[src/rtl/sr_ff_bank.sv]
`default_nettype none
// ============================================================================
//  Module   : sr_ff_bank
//  Purpose  : Clocked multi-channel SR storage bank. Each channel has an input
//             glitch filter, configurable resolution of the forbidden S=R=1
//             pair, and a sticky invalid flag. A shared saturating counter
//             counts the forbidden-pair entries.
//  Ports    : clk      - rising-edge clock
//             rst_n    - asynchronous active-low reset
//             en       - update enable for q, invalid and err_cnt
//             s, r     - per-channel set/reset requests (polarity: ACTIVE_LOW)
//             clr_err  - synchronous clear of invalid and err_cnt
//             q, qb    - stored state and its inverse
//             changed  - one-cycle pulse after an edge where q[i] toggled
//             invalid  - sticky per-channel forbidden-pair flag
//             err_cnt  - saturating count of forbidden-pair entries
//  Revision : 1.0 - initial release
// ============================================================================
module sr_ff_bank #(
    parameter int CH         = 4,
    parameter int ACTIVE_LOW = 1,
    parameter int FILTER     = 2,
    parameter int PRIORITY   = 0,
    parameter int RESET_VAL  = 0,
    parameter int CNT_W      = 8
) (
    input  logic             clk,
    input  logic             rst_n,
    input  logic             en,
    input  logic [CH-1:0]    s,
    input  logic [CH-1:0]    r,
    input  logic             clr_err,
    output logic [CH-1:0]    q,
    output logic [CH-1:0]    qb,
    output logic [CH-1:0]    changed,
    output logic [CH-1:0]    invalid,
    output logic [CNT_W-1:0] err_cnt
);

    localparam int FW = (FILTER > 0) ? $clog2(FILTER + 1) : 1;
    localparam int EW = $clog2(CH + 1);
    localparam int SW = CNT_W + EW;

    localparam logic [FW-1:0]    c_fmax    = FW'(FILTER);
    localparam logic [CNT_W-1:0] c_cnt_max = {CNT_W{1'b1}};
    localparam logic             c_rst_bit = (RESET_VAL != 0);

    logic [CH-1:0]          r_cand_set;
    logic [CH-1:0]          r_cand_rst;
    logic [CH-1:0][FW-1:0]  r_fcnt;
    logic [CH-1:0]          r_prev_forb;

    logic [CH-1:0]          w_set;
    logic [CH-1:0]          w_rst;
    logic [CH-1:0][FW-1:0]  w_fcnt_nxt;
    logic [CH-1:0]          w_qual;
    logic [CH-1:0]          w_forb;
    logic [CH-1:0]          w_entry;
    logic [CH-1:0]          w_q_nxt;
    logic [EW-1:0]          w_entry_cnt;
    logic [SW-1:0]          w_sum;
    logic [CNT_W-1:0]       w_cnt_nxt;

    always_comb begin
        w_set       = (ACTIVE_LOW != 0) ? ~s : s;
        w_rst       = (ACTIVE_LOW != 0) ? ~r : r;
        w_fcnt_nxt  = '0;
        w_qual      = '0;
        w_forb      = '0;
        w_entry     = '0;
        w_q_nxt     = q;
        w_entry_cnt = '0;
        for (int i = 0; i < CH; i++) begin
            // The count is evaluated on its post-edge value, so a pair first
            // seen at edge k qualifies at edge k+FILTER (FILTER+1 samples).
            if ((w_set[i] != r_cand_set[i]) || (w_rst[i] != r_cand_rst[i]))
                w_fcnt_nxt[i] = '0;
            else if (r_fcnt[i] == c_fmax)
                w_fcnt_nxt[i] = r_fcnt[i];
            else
                w_fcnt_nxt[i] = r_fcnt[i] + 1'b1;

            w_qual[i] = (w_fcnt_nxt[i] == c_fmax);
            w_forb[i] = w_qual[i] & w_set[i] & w_rst[i];

            if (en && w_qual[i]) begin
                case ({w_set[i], w_rst[i]})
                    2'b10:   w_q_nxt[i] = 1'b1;
                    2'b01:   w_q_nxt[i] = 1'b0;
                    2'b11: begin
                        if (PRIORITY == 1)
                            w_q_nxt[i] = 1'b1;
                        else if (PRIORITY == 2)
                            w_q_nxt[i] = 1'b0;
                        else
                            w_q_nxt[i] = q[i];
                    end
                    default: w_q_nxt[i] = q[i];
                endcase
            end

            // An entry needs the previous edge not to have had a qualified
            // forbidden pair; that history runs regardless of en, so a pair
            // that qualified while disabled is never counted later.
            w_entry[i]  = en & w_forb[i] & ~r_prev_forb[i];
            w_entry_cnt = w_entry_cnt + EW'(w_entry[i]);
        end

        w_sum = (clr_err ? {SW{1'b0}} : SW'(err_cnt)) + SW'(w_entry_cnt);
        if (w_sum > SW'(c_cnt_max))
            w_cnt_nxt = c_cnt_max;
        else
            w_cnt_nxt = w_sum[CNT_W-1:0];
    end

    always_ff @(posedge clk or negedge rst_n) begin
        if (!rst_n) begin
            r_cand_set  <= '0;
            r_cand_rst  <= '0;
            r_fcnt      <= '0;
            r_prev_forb <= '0;
            q           <= {CH{c_rst_bit}};
            changed     <= '0;
            invalid     <= '0;
            err_cnt     <= '0;
        end else begin
            r_cand_set  <= w_set;
            r_cand_rst  <= w_rst;
            r_fcnt      <= w_fcnt_nxt;
            r_prev_forb <= w_forb;
            if (en) begin
                q       <= w_q_nxt;
                changed <= w_q_nxt ^ q;
                invalid <= clr_err ? w_entry : (invalid | w_entry);
                err_cnt <= w_cnt_nxt;
            end else begin
                changed <= '0;
            end
        end
    end

    assign qb = ~q;

endmodule
`default_nettype wire

[config.mk]
export PLATFORM = sky130hd
export DESIGN_NAME = sr_ff_bank
export DESIGN_NICKNAME = d
export VERILOG_FILES = /design/src/rtl/sr_ff_bank.sv
export SDC_FILE = /design/constraint.sdc
export NUM_CORES = 1
export LEC_CHECK = 0
export ABC_CLOCK_PERIOD_IN_PS = 6800
export CORE_MARGIN = 10
export CORE_UTILIZATION = 45
export CTS_BUF_LIST = sky130_fd_sc_hd__clkbuf_4 sky130_fd_sc_hd__clkbuf_8
export CTS_CLUSTER_SIZE = 10
export DETAILED_ROUTE_END_ITERATION = 16
export MAX_ROUTING_LAYER = met4
export PLACE_DENSITY = 0.78
export SLEW_MARGIN = 20
export SYNTH_ARGS = -nofsm -noshare
export SYNTH_HDL_FRONTEND = slang
export SYNTH_SLANG_ARGS = --single-unit
[constraint.sdc]
create_clock -name clk -period 6.8 [get_ports clk]
set_input_delay 1.36 -clock clk [delete_from_list [all_inputs] [get_ports clk]]
set_output_delay 1.36 -clock clk [all_outputs]
set_load 0.01 [all_outputs]
==> run metrics <==
outcome complete, no violations; Worst Path Buf+Inv 2; layout cell share with drive strength beyond 1 7.207%; Setup Viol. Count Final 0; Yosys Warn Count 0; Unique masters post-synth 41; Placed Cells 266; Setup CP Type primary input to flip-flop; Yosys reg bits 40; count leader, synth dfrtp_1; Clock Latency Late Sink 0.29 ns; crit path launch type primary input; required time worst endpoint 7.02 ns; Worst Setup SP r[0]; number of flops mapped to enable cells by yosys 0; fin crit period 4.504 ns; hold_sp invalid[2]; Layout area overhead 24.81%; Total Routing Usage GR 10.69%; Die ar. 0.007487 mm²; Post-Syn Area 0.001992 mm²; WL/cell 13.43 µm; ranking of synthesized cells by area dfrtp_1 50%, ha_1 5.7%, inv_1 5.5%; Max-cap violations 0; CP max-delay cell fa_1; Net Sw Frac 25.22%; grt total ovfl 0; TritonCTS sink count 40; TritonCTS Buffers 5; Pre-Repair DR Iteration Count 4; H-tree levels 2; sequential group share of total power 51.3%; total power 0.5088 mW; top cells by count, synth 40 x dfrtp_1, 29 x inv_1, 9 x and3_1, 9 x ha_1, 9 x nand3_1; total wire length 3.680 mm; Setup Skew 0.006556 ns; detailed-route DRC error count 0; # resized after CTS 0; number of antenna-violating nets in the routed design 0; mean area per synthesized cell 10.88 µm²; PwrDens 204.6 mW/mm²; Root Driver clkbuf_8; n_diodes 0; setup slack, reg-to-reg 3.20 ns; Max VDD drop 0.1294 mV; DR vias 1,427; share of the synthesized area in the top cell type 50.25%; Post-synth top flop dfrtp_1; final cycle utilization of the critical path 66.24%; largest net degree at the start of global routing 41; RSZ-0062 raised after global routing false; vias in the first global route 1,442; Hold Vio Cnt, Final 0; crit path DAT 4.72 ns; crit path capture type flip-flop; Worst-Margin Slew 0.8515 ns; Worst path top cell family by delay adder cells; Post-DP HPWL 2.754 mm; worst min path class flip-flop to flip-flop; clock power share 32.6%; Final GP Congestion 0.7807; Rows 24; fin util 57.49%; Die H 86.53 µm; peak per-stage delay on the critical path 0.55 ns; sequential fraction of the synthesis area 50.25%; final net count 245; Fillers 378; clock-pin slew on the worst setup and hold paths 0.07 ns; Mapped Cells 183; initial DRC count 94; P_int 0.3805 mW; die span in x 86.53 µm; Synthesized Nets 207; Sum Neg Setup Slack 0 ns; fin cells 274; Max Buffers Root-to-Sink 2; Starting Density 46.06%; Pleak 1.123 nW; Max-slew headroom 43.23%; post-CTS setup buffers 0; Yosys top cell by area dfrtp_1; max frequency 0.2220 GHz; Max FO, Critical Path 7; Via density 5.208; crit-path cells clkdlybuf4s50_1 > nor4bb_1 > and3_1 > nand3_1 > fa_1 > inv_1 > fa_1 > fa_1 > and4_1 > a41o_1 > a21oi_1; Most common cell on crit path fa_1; Post-CTS Hold Buffers 0; antenna violations before repair 0; Core ar. 0.004324 mm²; worst reg2reg startpoint r_fcnt[0]; fraction of registers with async set/reset 100.0%; I/O pins 36; Slew Viols, Final 0; port bufs 35; sw power 0.1283 mW; Combinational Power Share 16.0%; first-pass GRT wire length 6.382 mm; TritonCTS clock tree done
## metal layers
metal	GRT usage, %	vias up	part of all wire, %
met3	3.565	6	4.6
li1	-	710	-
met5	-	-	0
met2	17.99	21	52
met4	3.535	0	0.65
met1	11.60	690	43
## cells in the final DEF, fill, tap and decap left out, types with 5 or more instances in the layout
cell type / n
xor2_1: 6
and3_1: 9
nand2b_1: 5
xnor2_1: 6
clkbuf_8: 6
a21oi_1: 7
nor2_1: 7
nor4bb_1: 5
nand3_1: 9
inv_1: 29
dfrtp_1: 40
ha_1: 9
clkdlybuf4s50_1: 34
## power by group through the flow
| stage | clock (mW) | sequential, mW | combinational [mW] |
|---|---|---|---|
| 2_1_floorplan | 0 | 0.265 | 0.0439 |
| 3_3_place_gp | 0 | 0.266 | 0.0815 |
| 3_5_place_dp | 0 | 0.266 | 0.0826 |
| 4_1_cts | 0.172 | 0.261 | 0.0833 |
| 5_1_grt | 0.184 | 0.263 | 0.0912 |
| 6_report | 0.166 | 0.261 | 0.0815 |
## worst register-to-register path: stages (launching register included)
cell and delay (ns):
dfrtp_1 0.33, inv_1 0.04, ha_1 0.30, nor4bb_1 0.27, and3_1 0.23, nand3_1 0.11, fa_1 0.55, inv_1 0.05
fa_1 0.45, fa_1 0.49, and4_1 0.32, a41o_1 0.26, a21oi_1 0.14
## logic make-up after synthesis
group                      count (synthesis)  synth area share [%]
muxes                                      4                 2.449
adders and majority gates                 12                 8.669
xor gates and xnor gates                  12                 5.276
DFF                                       40                 50.25
buffers and inverters                     34                 6.532
AOI/OAI and AO/OA                         24                 8.418
and+or+nand+nor                           57                 18.40
## flip-flops by register name, indices dropped and copies added, names as in the netlist
signal       cells
q                4
r_cand_set       4
r_cand_rst       4
r_fcnt           8
err_cnt          8
changed          4
r_prev_forb      4
invalid          4
## final timing paths
kind,end,depth (start not counted)
setup / recovery,err_cnt[6],11
hold / removal,invalid[2],1
setup reg to reg,err_cnt[6],12
hold reg to reg,invalid[2],1
max in group asynchronous,r_fcnt[7],1
min in group asynchronous,changed[2],1
## final cells by class
cell class	count	area, µm²	share of cell area [%]
repair buffers	36	352.8	14.19
flip-flops and latches	40	1001	40.26
multi-input cells	109	860.8	34.63
clock buffers	7	90.09	3.624
well taps	52	65.06	2.617
inverters	29	108.9	4.378
clock inverters	1	7.507	0.3020
## per-stage QoR
| stage | hold WS [ns] | setup WS [ns] | cell area, µm² |
|---|---|---|---|
| floorplan | 0.5184 | 2.609 | 1992 |
| global placement | 0.4799 | 2.085 | 2389 |
| detailed placement | 0.4905 | 1.996 | 2389 |
| CTS | 0.5123 | 2.314 | 2486 |
| global route | 0.5410 | 2.053 | 2486 |
| finish | 0.5013 | 2.296 | 2486 |
Power figures use the tool's default switching activity.
